`config.mk`:
```
export PLATFORM = sky130hd
export DESIGN_NAME = mem_port_arbiter
export DESIGN_NICKNAME = d
export VERILOG_FILES = /design/src/rtl/mem_port_arbiter.sv
export SDC_FILE = /design/constraint.sdc
export NUM_CORES = 1
export LEC_CHECK = 0
export BUFFER_PORTS_ARGS = -buffer_cell sky130_fd_sc_hd__buf_2
export CORE_ASPECT_RATIO = 1.2
export CORE_MARGIN = 5
export CORE_UTILIZATION = 42
export CTS_BUF_LIST = sky130_fd_sc_hd__clkbuf_16
export CTS_CLUSTER_SIZE = 16
export DETAILED_ROUTE_END_ITERATION = 7
export GPL_ROUTABILITY_DRIVEN = 0
export HOLD_SLACK_MARGIN = 0.12
export PLACE_DENSITY = 0.77
export REMOVE_ABC_BUFFERS = 1
export SLEW_MARGIN = 20
export SYNTH_ARGS = -nofsm -noshare
export SYNTH_HDL_FRONTEND = slang
export SYNTH_SLANG_ARGS = --single-unit
```
`constraint.sdc`:
```
create_clock -name clk -period 1.7 [get_ports clk]
set_input_delay 0.17 -clock clk [delete_from_list [all_inputs] [get_ports clk]]
set_output_delay 0.17 -clock clk [all_outputs]
set_load 0.05 [all_outputs]
```
`src/rtl/mem_port_arbiter.sv`:
```
// Two-port arbiter that shares one memory between the CPU and a DMA/loader port.
// Define MEM_ARB_CPU_PRIO_EN for strict CPU priority; the default build is round-robin.
module mem_port_arbiter #(
  parameter int ADDR_W  = 32,
  parameter int DATA_W  = 32,
  parameter int MEM_LAT = 2
) (
  input  logic              clk,
  input  logic              rst,
  input  logic              cpu_req,
  input  logic              cpu_we,
  input  logic [ADDR_W-1:0] cpu_addr,
  input  logic [DATA_W-1:0] cpu_wdata,
  output logic [DATA_W-1:0] cpu_rdata,
  output logic              cpu_ack,
  input  logic              dma_req,
  input  logic              dma_we,
  input  logic [ADDR_W-1:0] dma_addr,
  input  logic [DATA_W-1:0] dma_wdata,
  output logic [DATA_W-1:0] dma_rdata,
  output logic              dma_ack,
  output logic [ADDR_W-1:0] mem_addr,
  output logic [DATA_W-1:0] mem_wdata,
  output logic              mem_read,
  output logic              mem_write,
  input  logic [DATA_W-1:0] mem_rdata,
  output logic              busy,
  output logic              owner
);

  if (MEM_LAT < 1) begin : g_bad_mem_lat
    $error("mem_port_arbiter: MEM_LAT must be >= 1");
  end

  localparam int CNT_W = (MEM_LAT > 1) ? $clog2(MEM_LAT) : 1;
  localparam logic [CNT_W-1:0] CNT_LOAD = CNT_W'(MEM_LAT - 1);
  localparam logic [CNT_W-1:0] CNT_ZERO = {CNT_W{1'b0}};
  localparam logic [CNT_W-1:0] CNT_ONE  = CNT_W'(1);

  typedef enum logic [1:0] {
    S_IDLE   = 2'd0,
    S_ACCESS = 2'd1,
    S_ACK    = 2'd2
  } state_e;

  state_e            state_q;
  logic [CNT_W-1:0]  cnt_q;
  logic              we_q;
  logic [ADDR_W-1:0] addr_q;
  logic [DATA_W-1:0] wdata_q;
  logic [DATA_W-1:0] cpu_rdata_q;
  logic [DATA_W-1:0] dma_rdata_q;
  logic              cpu_ack_q;
  logic              dma_ack_q;
  logic              mem_read_q;
  logic              mem_write_q;
  logic              busy_q;
  logic              owner_q;
`ifndef MEM_ARB_CPU_PRIO_EN
  logic              last_owner_q;
`endif

  logic              grant_s;
  logic              grant_dma_s;
  logic              sel_we_s;
  logic [ADDR_W-1:0] sel_addr_s;
  logic [DATA_W-1:0] sel_wdata_s;

  // Arbitration: decide whether anyone is granted this IDLE cycle and which port wins.
  always_comb begin
    grant_s = cpu_req | dma_req;
`ifdef MEM_ARB_CPU_PRIO_EN
    grant_dma_s = dma_req & ~cpu_req;
`else
    if (cpu_req && dma_req) begin
      grant_dma_s = ~last_owner_q;
    end else begin
      grant_dma_s = dma_req;
    end
`endif
  end

  // Request fields of the winning port, latched at grant.
  always_comb begin
    if (grant_dma_s) begin
      sel_we_s    = dma_we;
      sel_addr_s  = dma_addr;
      sel_wdata_s = dma_wdata;
    end else begin
      sel_we_s    = cpu_we;
      sel_addr_s  = cpu_addr;
      sel_wdata_s = cpu_wdata;
    end
  end

  // Access FSM with all outputs registered.
  always_ff @(posedge clk or negedge rst) begin
    if (!rst) begin
      state_q      <= S_IDLE;
      cnt_q        <= CNT_ZERO;
      we_q         <= 1'b0;
      addr_q       <= {ADDR_W{1'b0}};
      wdata_q      <= {DATA_W{1'b0}};
      cpu_rdata_q  <= {DATA_W{1'b0}};
      dma_rdata_q  <= {DATA_W{1'b0}};
      cpu_ack_q    <= 1'b0;
      dma_ack_q    <= 1'b0;
      mem_read_q   <= 1'b0;
      mem_write_q  <= 1'b0;
      busy_q       <= 1'b0;
      owner_q      <= 1'b0;
`ifndef MEM_ARB_CPU_PRIO_EN
      last_owner_q <= 1'b1;
`endif
    end else begin
      case (state_q)
        S_IDLE: begin
          if (grant_s) begin
            state_q      <= S_ACCESS;
            cnt_q        <= CNT_LOAD;
            we_q         <= sel_we_s;
            addr_q       <= sel_addr_s;
            wdata_q      <= sel_wdata_s;
            mem_read_q   <= ~sel_we_s;
            mem_write_q  <= sel_we_s;
            busy_q       <= 1'b1;
            owner_q      <= grant_dma_s;
`ifndef MEM_ARB_CPU_PRIO_EN
            last_owner_q <= grant_dma_s;
`endif
          end
        end
        S_ACCESS: begin
          if (cnt_q == CNT_ZERO) begin
            state_q     <= S_ACK;
            mem_read_q  <= 1'b0;
            mem_write_q <= 1'b0;
            if (owner_q) begin
              dma_ack_q <= 1'b1;
              if (!we_q) dma_rdata_q <= mem_rdata;
            end else begin
              cpu_ack_q <= 1'b1;
              if (!we_q) cpu_rdata_q <= mem_rdata;
            end
          end else begin
            cnt_q <= cnt_q - CNT_ONE;
          end
        end
        S_ACK: begin
          state_q   <= S_IDLE;
          cpu_ack_q <= 1'b0;
          dma_ack_q <= 1'b0;
          busy_q    <= 1'b0;
        end
        default: begin
          state_q     <= S_IDLE;
          cpu_ack_q   <= 1'b0;
          dma_ack_q   <= 1'b0;
          mem_read_q  <= 1'b0;
          mem_write_q <= 1'b0;
          busy_q      <= 1'b0;
        end
      endcase
    end
  end

  assign cpu_rdata = cpu_rdata_q;
  assign dma_rdata = dma_rdata_q;
  assign cpu_ack   = cpu_ack_q;
  assign dma_ack   = dma_ack_q;
  assign mem_addr  = addr_q;
  assign mem_wdata = wdata_q;
  assign mem_read  = mem_read_q;
  assign mem_write = mem_write_q;
  assign busy      = busy_q;
  assign owner     = owner_q;

endmodule
```
## Word-level counts from Yosys, hierarchy flattened

Index checks and enable logic that the tools add are counted.
Widths: inputs -> output; s select.

- Add/subtract/negate cells: 1
- Bitwise logic cells: 9
- Reduce and logical (&&, ||, !) cells: 12
- Muxes and demuxes: 22
- Equal/unequal tests: 6

Operator list:

| operator | number |
|---|---|
| $mux 32 | 2 |
| $mux 1 | 11 |
| $reduce_and 3->1 | 3 |
| $ne 2x2->1 const B | 4 |
| $not 1->1 | 8 |
| $pmux 1 s2 | 4 |
| $reduce_and 2->1 | 4 |
| $reduce_and 4->1 | 2 |
| $pmux 1 s3 | 2 |
| $mux 2 | 2 |
| $pmux 2 s2 | 1 |
| $eq 2x1->1 const B | 1 |
| $eq 2x2->1 const B | 1 |
| $logic_not 2->1 | 1 |
| $reduce_bool 2->1 | 1 |
| $logic_and 1x1->1 | 1 |
| $or 1x1->1 | 1 |
| $sub 1x1->1 const B | 1 |

- Bits in registers: 139
- Output and inout port bits: 134
- Input port bits: 166
- Logic and storage cells: 64

## Longest topological paths before layout

- Depth after elaboration: 6
- Gate-level depth with buffers: 5
- Mapped depth without buffers: 3

## Worst setup path before layout

Ideal clock, no wire load.

- Kind: register to register
- From: reg owner_q, in the netlist owner
- To: reg dma_rdata_q[10], in the netlist dma_rdata[10]
- Cell stages (with the launch flop): 6
- Buffers on the path: 2
- Required time: 1575 ps
- Period minus slack after synthesis: 1958 ps
- Arrival: 1833 ps
- Slack: -258 ps
- Library setup time: 125 ps
- Cell sequence: dfrtp_1 inv_1 or4_1 buf_2 buf_6 mux2_4

- Word-level cells in the longest chain between the ends: 1

Ends and longest elaborated chain:

| element | RTL line | text |
|---|---|---|
| start: declaration | 58 | `logic owner_q;` |
| start signal: assignment | 127 | `owner_q <= grant_dma_s;` |
| $reduce_and 4->1 (no line) | -- |  |
| end signal: assignment | 105 | `dma_rdata_q <= {DATA_W{1'b0}};` |
| end signal: assignment | 140 | `if (!we_q) dma_rdata_q <= mem_rdata;` |
| end: declaration | 52 | `logic [DATA_W-1:0] dma_rdata_q;` |

Every way passes these cells.
A chain may end at the register's enable or synchronous reset.

## Worst setup path after layout

- From: reg last_owner_q
- To: reg addr_q[7], in the netlist mem_addr[7]

- Word-level cells in the longest chain between the ends: 3

Ends and longest elaborated chain:

| element | RTL line | text |
|---|---|---|
| start: declaration | 60 | `logic last_owner_q;` |
| start signal: assignment | 129 | `last_owner_q <= grant_dma_s;` |
| $not 1->1 | 76 | `grant_dma_s = ~last_owner_q;` |
| $mux 1 | 75 | `if (cpu_req && dma_req) begin` |
| $mux 32 | 85 | `if (grant_dma_s) begin` |
| end signal: assignment | 102 | `addr_q <= {ADDR_W{1'b0}};` |
| end signal: assignment | 122 | `addr_q <= sel_addr_s;` |
| end: declaration | 49 | `logic [ADDR_W-1:0] addr_q;` |

Every way passes these cells.

==> results.env <==
FIN_WS_NS=-0.0247
SETUP-VIOLATIONS-FINAL=2
N_ANTENNA_CELL=0
DR.FIRST_ITER.DRC_COUNT=121
PEAKVDDDROP_mV=1.67
LAYOUT_WORST_PATH_CYCLE_SHARE_PCT=101
SYN_TO_FINAL_GROWTH_PCT=58.6
REQUIRED_TIME_OF_THE_WORST_SETUP_PATH_NS=1.99
FP.DIEW_UM=120
PLACED_CELL_AREA_UM2=7910
YOSYSWARNINGS=0
SYNTH.AREA.MUX_SHARE_PCT=38.4
WORSTSETUPENDPOINTTYPE='flop'
SYNTH-SEQ-AREA-SHARE_PCT=57.3
LAYOUT_MIN_CYCLE_TIME_NS=1.72
FLOORPLAN_DIE_HEIGHT_UM=142
CLOCK-ROOT-BUFFER='sky130_fd_sc_hd__clkbuf_16'
RESULT_OF_THE_RUN='finished, violations left'
SYNTHESIZED_AREA_UM2=6080
SYNTH_XOR_XNOR_AREA_SHARE_PCT=0
SYNTH_ASYNC_SR_FLOP_SHARE_PCT=100
PLACE.PORT_BUFFERS=299
REMAINING_DRC_ERRORS=0
GRT_PASS1_VIAS=5749
SYNTH_INSTANCES=382
SKEW_NS=0.0120
YS_FF_LATCH=139
YOSYS.AREA_SHARE.SIMPLE_PCT=1.03
TRITONCTS='done'
SYNTH_TOP_CELLS_BY_AREA='sky130_fd_sc_hd__dfrtp_1 (57%), sky130_fd_sc_hd__mux2_2 (30%), sky130_fd_sc_hd__mux2_4 (7.4%)'
SYNTH_MOST_COMMON_CELL='sky130_fd_sc_hd__mux2_2'
GRT_OVERFLOW=0
FINALINSTANCEAREA_UM2=9640
WORST-SETUP-PATH-TYPE='reg -> reg'
SYNTH_TOP_AREA_SHARE_PCT=56.8
DATA_ARRIVAL_TIME_OF_THE_WORST_PATH_NS=2.01
FAILED_CHECKS='setup timing'
WL_PER_CELL_UM=20.1
NUMCLOCKSINKS=139
POWER.LEAKAGE_nW=4.77
CRIT_PATH_MAX_FANOUT=5
CTS_MAX_PATH_BUFFERS=2
FP.COREAREA_UM2=14300
PRE_CTS_SLACK_NS=-0.0812
HTREE_DEPTH=4
SYNTH_TOP_FAMILY_BY_AREA='multiplexers'
RSZ0062_AT_GRT='true'
ROUTE.ANTENNA.REMAINING_NETS=0
TOTAL_POWER_W=0.0226
DRV.MAX_CAP_VIOLATION_COUNT=0
YOSYS.CELL_TYPES.COUNT=21
CLKTRANSATPATHREGS_NS=0.06
INITIAL_UTILIZATION_PCT=42.5
TIMING.MAX_SLEW.REL_SLACK_PCT=57.2
REPORT.FINAL.HOLD_VIOL_COUNT=0
GRT_MAX_DEGREE=52
FLOORPLAN.IO_PINS=300
FINISH.NET_COUNT=959
GRT_UTIL_ALL_LAYERS_PCT=21.8
AVGVIACOUNTPERCELL=4.96
FIRSTDRTPASSITERS=4
SYNTH_COMPOUND_GATE_AREA_SHARE_PCT=1.03
WORST_SLEW_PIN_SLEW_NS=0.635
FINAL_MAX_SLEW_VIOL_COUNT=0
HP-CLASS='in -> reg'
DIE_AREA_UM2=17000
CTS-BUFFERS-INSERTED=17
TIMING.SETUP.TNS_NS=-0.0281
CELLPOWERDENSITY_nW_PER_UM2=2340
N_FILL_CELL=986
SHARE_OF_LAYOUT_CELLS_ABOVE_DRIVE_STRENGTH_1_PCT=69.7
SYN_AREA_PER_CELL_UM2=15.9
SYNTH-MAIN-FF-CELL='sky130_fd_sc_hd__dfrtp_1'
GRT_PASS1_WL_UM=29300
NETLIST_TOP_CELLS_COUNT='sky130_fd_sc_hd__mux2_2 (162), sky130_fd_sc_hd__dfrtp_1 (138), sky130_fd_sc_hd__mux2_4 (30)'
INSERTION_DELAY_NS=0.41
START_KIND='flop'
ANTENNA_VIOLATIONS_BEFORE_REPAIR=0
MAX_FREQ_MHz=580
POST-DP-HPWL_UM=12300
COUNT_OF_VIAS_PLACED_BY_THE_DETAILED_ROUTER=4864
POST_SYNTH_FA_HA_MAJ_AREA_FRACTION_PCT=0
FIN_WORST_HOLD_SLACK_NS=0.131
SYNTHDOMINANTAREACELLTYPE='sky130_fd_sc_hd__dfrtp_1'
NUMBER_OF_ENABLE_FLIP_FLOP_CELLS_AFTER_SYNTHESIS=0
FINALWIRELENGTH_UM=19700
PLACEMENT_ROWS=48
routing by layer:
layer	GRT usage [%]	part of all wire [%]	up-vias
met5	0	0	-
met4	9.47	3.3	0
met3	9.09	9.8	41
met2	38.9	51	257
met1	22.5	36	2375
li1	-	-	2191
timing repair:
item / in CTS / in global routing
cloned: 2 / 9
resized for setup: 5 / 19
hold endpoints to repair: 234 / 1
hold buffers: 81 / 1
setup endpoints to repair: 76 / 65
setup buffers: 0 / 2
worst max-delay path, cell delays in order, from the launching register on:
cell and delay (ns):
sky130_fd_sc_hd__dfstp_2 0.54, sky130_fd_sc_hd__a21bo_4 0.18, sky130_fd_sc_hd__buf_12 0.13, sky130_fd_sc_hd__buf_6 0.14, sky130_fd_sc_hd__mux2_2 0.35, sky130_fd_sc_hd__mux2_2 0.27
flip-flops by register name, indices dropped and copies added, names as in the netlist:
register	flops
cpu_rdata	32
owner	1
cnt_q	1
mem_write	1
mem_read	1
mem_addr	32
state_q	2
dma_ack	1
busy	1
last_owner_q	1
cpu_ack	1
we_q	1
dma_rdata	32
mem_wdata	32
per-stage QoR:
stage,util [%],instances
final,67.4,981
after global routing,67.4,981
after CTS,65.5,969
after detailed placement,55.3,854
after global placement,55.3,854
after floorplan,-,361
cell usage in the layout (no fill, tap or decap), types with 2 or more instances in the layout:
cell	count
sky130_fd_sc_hd__buf_16	2
sky130_fd_sc_hd__inv_8	4
sky130_fd_sc_hd__inv_6	4
sky130_fd_sc_hd__clkinvlp_4	4
sky130_fd_sc_hd__buf_12	8
sky130_fd_sc_hd__dlygate4sd3_1	82
sky130_fd_sc_hd__o21ai_0	3
sky130_fd_sc_hd__clkbuf_16	21
sky130_fd_sc_hd__o21a_4	2
sky130_fd_sc_hd__mux2_2	151
sky130_fd_sc_hd__buf_6	7
sky130_fd_sc_hd__dfrtp_1	138
sky130_fd_sc_hd__nor2_1	3
sky130_fd_sc_hd__mux2i_1	5
sky130_fd_sc_hd__buf_4	11
sky130_fd_sc_hd__nand2_1	2
sky130_fd_sc_hd__inv_1	5
sky130_fd_sc_hd__a31oi_1	2
sky130_fd_sc_hd__buf_2	298
sky130_fd_sc_hd__mux2_4	41
layout make-up:
class | instances | area, um^2 | share of cell area [%]
Inverter | 5 | 18.8 | 0.195
Tap cell | 175 | 219 | 2.27
Timing Repair Buffer | 412 | 2790 | 28.9
Clock inverter | 15 | 153 | 1.58
Clock buffer | 17 | 425 | 4.42
Sequential cell | 139 | 3480 | 36.1
Multi-Input combinational cell | 218 | 2550 | 26.5
worst paths after layout:
check | depth (start not counted) | from | slack [ns] | to
min in group asynchronous | 2 | rst | 0.24 | cpu_rdata[4]
min reg2reg | 2 | last_owner_q | 0.47 | last_owner_q
min | 3 | dma_addr[27] | 0.13 | mem_addr[27]
max | 5 | last_owner_q | -0.02 | mem_addr[7]
max in group asynchronous | 3 | rst | 0.84 | mem_wdata[27]
max reg2reg | 5 | last_owner_q | -0.02 | mem_addr[7]
cells by family (layout without fill, tap and decap cells):
group                  after synthesis  after routing
AO/OA/AOI/OAI                        9             10
flip-flops                         139            139
multiplexers                       198            198
buffers and inverters               26            449
AND/OR/NAND/NOR                     10             10
power breakdown:
group | total [W] | leakage (nW) | internal, W | switching [W]
logic | 0.0129 | 2.86 | 0.00440 | 0.00853
clock network | 0.00362 | 0.272 | 0.00207 | 0.00155
registers | 0.00601 | 1.64 | 0.00504 | 0.000979
Power figures use the tool's default switching activity.
